$ cat src/rtl/riscv_retire_monitor_if.sv
// Architectural observation bundle between the commit stage (master) and the retire monitor (slave).
// With RETIRE_MONITOR_ERR_EN defined, the bundle also carries the sticky ERR flag.
interface riscv_retire_monitor_if #(
    parameter int CNT_WIDTH = 32
);
    logic                 RETIRE_VALID;
    logic [31:0]          RETIRE_INST;
    logic                 RF_WE;
    logic [31:0]          RF_WD;
    logic                 STORE_EN;
    logic [11:0]          STORE_ADDR;
    logic                 BR_EN;
    logic                 BR_TAKEN;
    logic [CNT_WIDTH-1:0] NUM_INST;
    logic [31:0]          OUTPUT_PORT;
    logic                 HALT;
`ifdef RETIRE_MONITOR_ERR_EN
    logic                 ERR;
`endif

    modport master (
        output RETIRE_VALID, RETIRE_INST, RF_WE, RF_WD, STORE_EN, STORE_ADDR, BR_EN, BR_TAKEN,
        input  NUM_INST, OUTPUT_PORT, HALT
`ifdef RETIRE_MONITOR_ERR_EN
        , input ERR
`endif
    );

    modport slave (
        input  RETIRE_VALID, RETIRE_INST, RF_WE, RF_WD, STORE_EN, STORE_ADDR, BR_EN, BR_TAKEN,
        output NUM_INST, OUTPUT_PORT, HALT
`ifdef RETIRE_MONITOR_ERR_EN
        , output ERR
`endif
    );
endinterface

$ cat src/rtl/riscv_retire_monitor.sv
// Retire monitor: counts committed instructions, latches one observable result each, detects the halt idiom.
// With RETIRE_MONITOR_ERR_EN defined, adds a sticky ERR flag for malformed retire flag combinations.
module riscv_retire_monitor #(
    parameter logic [31:0] HALT_INST0 = 32'h00c00093,
    parameter logic [31:0] HALT_INST1 = 32'h00008067,
    parameter int          CNT_WIDTH  = 32
) (
    input logic                  CLK,
    input logic                  RSTn,
    riscv_retire_monitor_if.slave mon
);
    typedef enum logic [1:0] {
        IDLE,
        SEEN0,
        HALTED
    } state_t;

    localparam logic [CNT_WIDTH-1:0] CNT_ONE = {{(CNT_WIDTH-1){1'b0}}, 1'b1};

    state_t               state;
    state_t               state_next;
    logic [CNT_WIDTH-1:0] count;
    logic [CNT_WIDTH-1:0] count_next;
    logic [31:0]          result;
    logic [31:0]          result_next;
    logic                 accepted;

    assign accepted = mon.RETIRE_VALID && (state != HALTED);

    always_ff @(posedge CLK) begin
        if (!RSTn) begin
            state  <= IDLE;
            count  <= '0;
            result <= '0;
        end else begin
            state  <= state_next;
            count  <= count_next;
            result <= result_next;
        end
    end

    always_comb begin
        state_next  = state;
        count_next  = count;
        result_next = result;
        if (accepted) begin
            // Counter saturates rather than wrapping.
            if (count != '1) begin
                count_next = count + CNT_ONE;
            end
            if (mon.RF_WE) begin
                result_next = mon.RF_WD;
            end else if (mon.STORE_EN) begin
                result_next = {20'b0, mon.STORE_ADDR};
            end else if (mon.BR_EN) begin
                result_next = {31'b0, mon.BR_TAKEN};
            end
            case (state)
                IDLE: begin
                    if (mon.RETIRE_INST == HALT_INST0) begin
                        state_next = SEEN0;
                    end
                end
                SEEN0: begin
                    if (mon.RETIRE_INST == HALT_INST1) begin
                        state_next = HALTED;
                    end else if (mon.RETIRE_INST != HALT_INST0) begin
                        state_next = IDLE;
                    end
                end
                default: state_next = state;
            endcase
        end
    end

    assign mon.NUM_INST    = count;
    assign mon.OUTPUT_PORT = result;
    assign mon.HALT        = (state == HALTED);

`ifdef RETIRE_MONITOR_ERR_EN
    logic err;
    logic multi_flag;
    logic any_flag;

    assign multi_flag = (mon.RF_WE & mon.STORE_EN) | (mon.RF_WE & mon.BR_EN) | (mon.STORE_EN & mon.BR_EN);
    assign any_flag   = mon.RF_WE | mon.STORE_EN | mon.BR_EN;

    // Flags are only meaningful alongside a retire; stray ones while running are also errors.
    always_ff @(posedge CLK) begin
        if (!RSTn) begin
            err <= 1'b0;
        end else if ((accepted && multi_flag) || (!mon.RETIRE_VALID && (state != HALTED) && any_flag)) begin
            err <= 1'b1;
        end
    end

    assign mon.ERR = err;
`endif
endmodule

$ cat src/flat_wrapper.sv
// flat-port wrapper written by rule: the top's interface ports become plain ports
module riscv_retire_monitor_flat 
#(
    parameter logic [31:0] HALT_INST0 = 32'h00c00093,
    parameter logic [31:0] HALT_INST1 = 32'h00008067,
    parameter int          CNT_WIDTH  = 32
)
  (CLK, RSTn, mon_RETIRE_VALID, mon_RETIRE_INST, mon_RF_WE, mon_RF_WD, mon_STORE_EN, mon_STORE_ADDR, mon_BR_EN, mon_BR_TAKEN, mon_NUM_INST, mon_OUTPUT_PORT, mon_HALT);
  riscv_retire_monitor_if #(.CNT_WIDTH(CNT_WIDTH)) mon_i ();
  input logic CLK;
  input logic RSTn;
  input wire logic [$bits(mon_i.RETIRE_VALID)-1:0] mon_RETIRE_VALID;
  input wire logic [$bits(mon_i.RETIRE_INST)-1:0] mon_RETIRE_INST;
  input wire logic [$bits(mon_i.RF_WE)-1:0] mon_RF_WE;
  input wire logic [$bits(mon_i.RF_WD)-1:0] mon_RF_WD;
  input wire logic [$bits(mon_i.STORE_EN)-1:0] mon_STORE_EN;
  input wire logic [$bits(mon_i.STORE_ADDR)-1:0] mon_STORE_ADDR;
  input wire logic [$bits(mon_i.BR_EN)-1:0] mon_BR_EN;
  input wire logic [$bits(mon_i.BR_TAKEN)-1:0] mon_BR_TAKEN;
  output wire logic [$bits(mon_i.NUM_INST)-1:0] mon_NUM_INST;
  output wire logic [$bits(mon_i.OUTPUT_PORT)-1:0] mon_OUTPUT_PORT;
  output wire logic [$bits(mon_i.HALT)-1:0] mon_HALT;
  assign mon_i.RETIRE_VALID = mon_RETIRE_VALID;
  assign mon_i.RETIRE_INST = mon_RETIRE_INST;
  assign mon_i.RF_WE = mon_RF_WE;
  assign mon_i.RF_WD = mon_RF_WD;
  assign mon_i.STORE_EN = mon_STORE_EN;
  assign mon_i.STORE_ADDR = mon_STORE_ADDR;
  assign mon_i.BR_EN = mon_BR_EN;
  assign mon_i.BR_TAKEN = mon_BR_TAKEN;
  assign mon_NUM_INST = mon_i.NUM_INST;
  assign mon_OUTPUT_PORT = mon_i.OUTPUT_PORT;
  assign mon_HALT = mon_i.HALT;
  riscv_retire_monitor #(.HALT_INST0(HALT_INST0), .HALT_INST1(HALT_INST1), .CNT_WIDTH(CNT_WIDTH)) u_core (.CLK(CLK), .RSTn(RSTn), .mon(mon_i));
endmodule
$ cat config.mk
export PLATFORM = sky130hd
export DESIGN_NAME = riscv_retire_monitor_flat
export DESIGN_NICKNAME = d
export VERILOG_FILES = /design/src/rtl/riscv_retire_monitor_if.sv /design/src/rtl/riscv_retire_monitor.sv /design/src/flat_wrapper.sv
export SDC_FILE = /design/constraint.sdc
export NUM_CORES = 1
export LEC_CHECK = 0
export CAP_MARGIN = 20
export CORE_ASPECT_RATIO = 0.8
export CORE_MARGIN = 3
export CORE_UTILIZATION = 41
export DETAILED_ROUTE_END_ITERATION = 8
export GPL_TIMING_DRIVEN = 1
export PLACE_DENSITY_LB_ADDON = 0.05
export REMOVE_ABC_BUFFERS = 1
export SYNTH_ARGS = -nofsm -noshare
export SYNTH_HDL_FRONTEND = slang
export SYNTH_SLANG_ARGS = --single-unit
$ cat constraint.sdc
create_clock -name CLK -period 2.9 [get_ports CLK]
set_clock_uncertainty 0.2 [all_clocks]
set_input_delay 0.29 -clock CLK [delete_from_list [all_inputs] [get_ports CLK]]
set_output_delay 0.29 -clock CLK [all_outputs]
set_load 0.05 [all_outputs]
Word level (Yosys, flattened, before mapping)
Cells that the tools add are included.
{"block": "word_totals", "memories": 0, "mem_bits_rw": 0, "in_bits": 83, "ff_bits": 66, "latch_bits": 0, "out_inout_bits": 65, "romBits": 0, "wordCells": 27}
{"block": "op_classes", "n_eq_ne": 9, "n_reduce_logical": 7, "mux": 7, "n_div": 0, "n_bitwise": 0, "mul": 0, "n_shift": 0, "addsub": 1, "n_lt_le_gt_ge": 0}
{"cell": "32-bit 2-to-1 mux", "count": 3}
{"cell": "32-bit by 1-bit adder with 32-bit output, second input constant", "count": 1}
{"cell": "32-bit by 16-bit equality test with 1-bit output, second input constant", "count": 1}
{"cell": "32-bit by 24-bit equality test with 1-bit output, second input constant", "count": 1}
{"cell": "32-bit by 24-bit != test with 1-bit output, second input constant", "count": 1}
{"cell": "32-bit != test, second input constant", "count": 1}
{"cell": "2-bit 2-to-1 mux", "count": 3}
{"cell": "2-bit one-hot mux with 2 select lines", "count": 1}
{"cell": "2-bit AND reduction", "count": 2}
{"cell": "4-bit AND reduction", "count": 1}
{"cell": "3-bit by 1-bit != test with 1-bit output, second input constant", "count": 1}
{"cell": "3-bit nonzero test", "count": 1}
{"cell": "2-bit by 1-bit equality test with 1-bit output, second input constant", "count": 1}
{"cell": "2-bit equality test, second input constant", "count": 1}
{"cell": "2-bit logical NOT", "count": 1}
{"cell": "2-bit by 1-bit != test with 1-bit output, second input constant", "count": 1}
{"cell": "2-bit != test, second input constant", "count": 1}
{"cell": "2-bit nonzero test", "count": 1}
{"cell": "1-bit logical AND", "count": 1}

Logic depth before layout (Yosys ltp)
{"block": "logic_depth", "word_depth": 4, "depth_mapped": 8, "ltp_nobuf": 6}

Least setup slack after synthesis
No wires, ideal clock.
{"block": "synth_timing", "kind": "reg2reg", "start": "register u_core.count[1], in the netlist u_core.mon.NUM_INST[1]", "end": "register u_core.count[16], in the netlist u_core.mon.NUM_INST[16]", "period_less_slack_ns": 2.571, "required_ns": 2.630, "setup_slack_ns": 0.329, "setup_ns": 0.070, "stages_incl_launch_ff": 8, "path_buffers": 1, "arrival_ns": 2.301, "cell_sequence": "dfxtp_1 -> ha_1 -> nand3_1 -> or4_4 -> o21bai_4 -> buf_6 -> or4_1 -> a21oi_1"}
{"block": "synth_via", "elab_chain_cells": 2, "elab_cells_between_ends": 3, "classes_between": "add/sub: 1; eq/ne: 1; reduce/logical: 1"}
{"item": "from (decl)", "line_no": "riscv_retire_monitor.sv:22", "text": "logic [CNT_WIDTH-1:0] count;"}
{"item": "from (signal assigned)", "line_no": "riscv_retire_monitor.sv:37", "text": "count <= count_next;"}
{"item": "branches (longest 2 deep; another with 32-bit by 1-bit adder with 32-bit output)"}
Several ways; the timed one is not identified.
A chain may end at the register's enable or synchronous reset.

Final worst setup path
{"block": "layout_timing", "start": "register u_core.count[3], in the netlist u_core.mon.NUM_INST[3]", "end": "register u_core.count[31], in the netlist u_core.mon.NUM_INST[31]"}
The elaborated chain is that of the path after synthesis.

==> reports/results.ini <==
[run_status]
status = finished clean

[sta]
slew_viol_final = 0
rsz0062_at_grt = false
setup_violations = 0
relSlewSlack = 0.522
hold_viol_final = 0
fin_crit_ns = 2.45
tightest_slew_ns = 0.716
setup_ws_ns = 0.449
period_share = 0.845
tns_ns = 0
max_freq_mhz = 408

[logic_synthesis]
synthMuxAreaShare = 0.00979
synth_compound_area_frac = 0.198
yosys_register_bits = 66
synthDistinctLibCells = 47
synthSimpleGateAreaFrac = 0.315
synth_area_um2 = 3070
yosys_warnings = 0
synth-async-reset-ratio = 0
ys_seq_area_frac = 0.431
syn-instance-count = 359
synth-xor-area-share = 0.00571
synth_area_per_cell_um2 = 8.54
synth_flop_cell = dfxtp_1
synth_adder_area_share = 0.00408
synth_top_family_by_area = simple AND/OR/NAND/NOR gates
synth-edff-count = 0

[floorplanning]
coreArea_um2 = 7060
start_util = 0.434
io_pins = 148
die_x_um = 103
rows = 27
die_y_um = 83.4
fp.dieArea_um2 = 8560

[pwr]
ir_drop_mv = 0.310
total_power_uw = 2000
power_leakage_uw = 0.00159
p_per_area_nw_per_um2 = 415

[critical_path]
critPathLaunchType = flip-flop
r2r_cells = 5
crit_arrival_ns = 2.52
r2r-end = u_core.mon.NUM_INST[31]$_SDFFE_PN0P_
r2r_slack_ns = 0.45
path_max_fanout = 12
rr_startpoint = u_core.mon.NUM_INST[3]$_SDFFE_PN0P_
end_kind = flip-flop
worstSetupPathType = flip-flop to flip-flop
worstPathRequired_ns = 2.97

[global_routing]
antenna_found_initial = 0
grtUsageTotal = 0.218
grt_max_degree = 33
grt_pass1_wl_um = 15100
grt_pass1_vias = 3203
grt-ovfl-total = 0

[hold_path]
worstHoldEndpoint = u_core.mon.OUTPUT_PORT[0]$_SDFFE_PN0P_
worstHoldStart = u_core.mon.OUTPUT_PORT[0]$_SDFFE_PN0P_
hold_depth = 2
min-delay-path-class = flip-flop to flip-flop

[placement]
gp_congestion = 0.762
io_buffer_count = 147
dpl.cell_count = 581
dp_slack_ns = 0.338
placed_area_um2 = 4640
dp_hpwl_um = 6980

[route]
initialDrtViolationCount = 192
route.detailed.drc = 0
drt-vias-per-instance = 5.60
wirelength_um = 9260
dr.pass1.iters = 5
ant_nets = 0
via_count = 3343
wl_per_cell_um = 15.5

[clocking]
cts-htree-levels = 3
clk_pin_slew_ns = 0.08
numCtsBuffers = 9
clk_latency_ns = 0.34
cts_tree = yes
clkSinkCount = 66
clock_path_buffers = 2
cts_root_buffer = clkbuf_8
holdBufCountCts = 0
post_cts_buffers = 0
cts_resized = 0

[final_layout]
nFillCells = 584
layout_common_cells = clkdlybuf4s50_1, dfxtp_1, nor2_1, a21oi_1, nand2_1
drive_above_1_share = 0.0784
stdcell_count = 597
final_common_cell = clkdlybuf4s50_1
fin_area_um2 = 4820
nets = 589
area_growth_syn_to_layout_pct = 57.0
antennaDiodeCount = 0

[flow_run]
maxCapViolations = 0

## Yosys cell counts (all sizes together), types with 4 or more instances
cell type  instances  share of area
o31ai             15          0.037
nand3             14          0.023
nor2              39          0.048
a22oi             20          0.049
buf                4         0.0094
dfxtp             66           0.43
o21ai             15          0.024
or4               19          0.050
nor3              18          0.036
or3               15          0.032
nand4             13          0.031
clkbuf            18          0.022
a221oi            10          0.029
a21oi             28          0.046
nor4               9          0.018
nand2             25          0.031
## layout make-up
| class | count | area (µm²) | area share |
|---|---|---|---|
| sequential | 66 | 1320 | 0.274 |
| clock inverter | 7 | 53.8 | 0.0112 |
| clock buffer | 9 | 124 | 0.0257 |
| timing repair buffer | 157 | 1560 | 0.324 |
| tap | 87 | 109 | 0.0226 |
| inverter | 4 | 17.5 | 0.00364 |
| multi-input combinational | 267 | 1630 | 0.339 |
## flip-flops by register name, summed over array words and instances, names as in the netlist
signal                  cells
u_core.state                2
u_core.mon.NUM_INST        32
u_core.mon.OUTPUT_PORT     32
## critical path, cell delays in order, from the launching register on
cell	delay, ns
dfxtp_1	0.47
nand4_2	0.16
nor4_1	0.42
nand3_1	0.40
or4_1	0.58
a21oi_1	0.15
## where the power goes
| part | internal [µW] | switching, µW |
|---|---|---|
| clock network | 315 | 379 |
| logic | 176 | 182 |
| registers | 932 | 14.2 |
| total | 1420 | 575 |
## worst max path at each step
stage	start	end	slack, ns	depth (start not counted)
detailed placement	mon_RETIRE_VALID	u_core.mon.NUM_INST[16]$_SDFFE_PN0P_	0.34	6
finish	u_core.mon.NUM_INST[3]$_SDFFE_PN0P_	u_core.mon.NUM_INST[31]$_SDFFE_PN0P_	0.45	5
floorplan	u_core.mon.NUM_INST[9]$_SDFFE_PN0P_	u_core.mon.NUM_INST[13]$_SDFFE_PN0P_	0.24	5
CTS	u_core.mon.NUM_INST[3]$_SDFFE_PN0P_	u_core.mon.NUM_INST[31]$_SDFFE_PN0P_	0.49	5
global placement	mon_RETIRE_VALID	u_core.mon.NUM_INST[16]$_SDFFE_PN0P_	0.38	6
global route	u_core.mon.NUM_INST[3]$_SDFFE_PN0P_	u_core.mon.NUM_INST[31]$_SDFFE_PN0P_	0.27	5
## logic make-up after synthesis
kind of cell | count (synthesis)
and+or+nand+nor | 169
adders and majority gates | 1
buffers and inverters | 26
AOI/OAI and AO/OA | 92
xor gates and xnor gates | 2
DFF | 66
muxes | 3
## per-stage QoR
stage | hold slack (ns) | util
CTS | 0.277 | 0.682
global route | 0.281 | 0.682
floorplan | 0.208 | -
global placement | 0.244 | 0.657
finish | 0.277 | 0.682
detailed placement | 0.265 | 0.657
## routing by layer
metal / vias to the layer above / GRT usage / share of wire
li1: 1659 / - / -
met4: 0 / 0.0465 / 0.0014
met3: 2 / 0.0772 / 0.075
met1: 1574 / 0.275 / 0.43
met5: - / 0 / 0
met2: 108 / 0.355 / 0.49
Note: power is estimated with default switching activity, not from simulation.
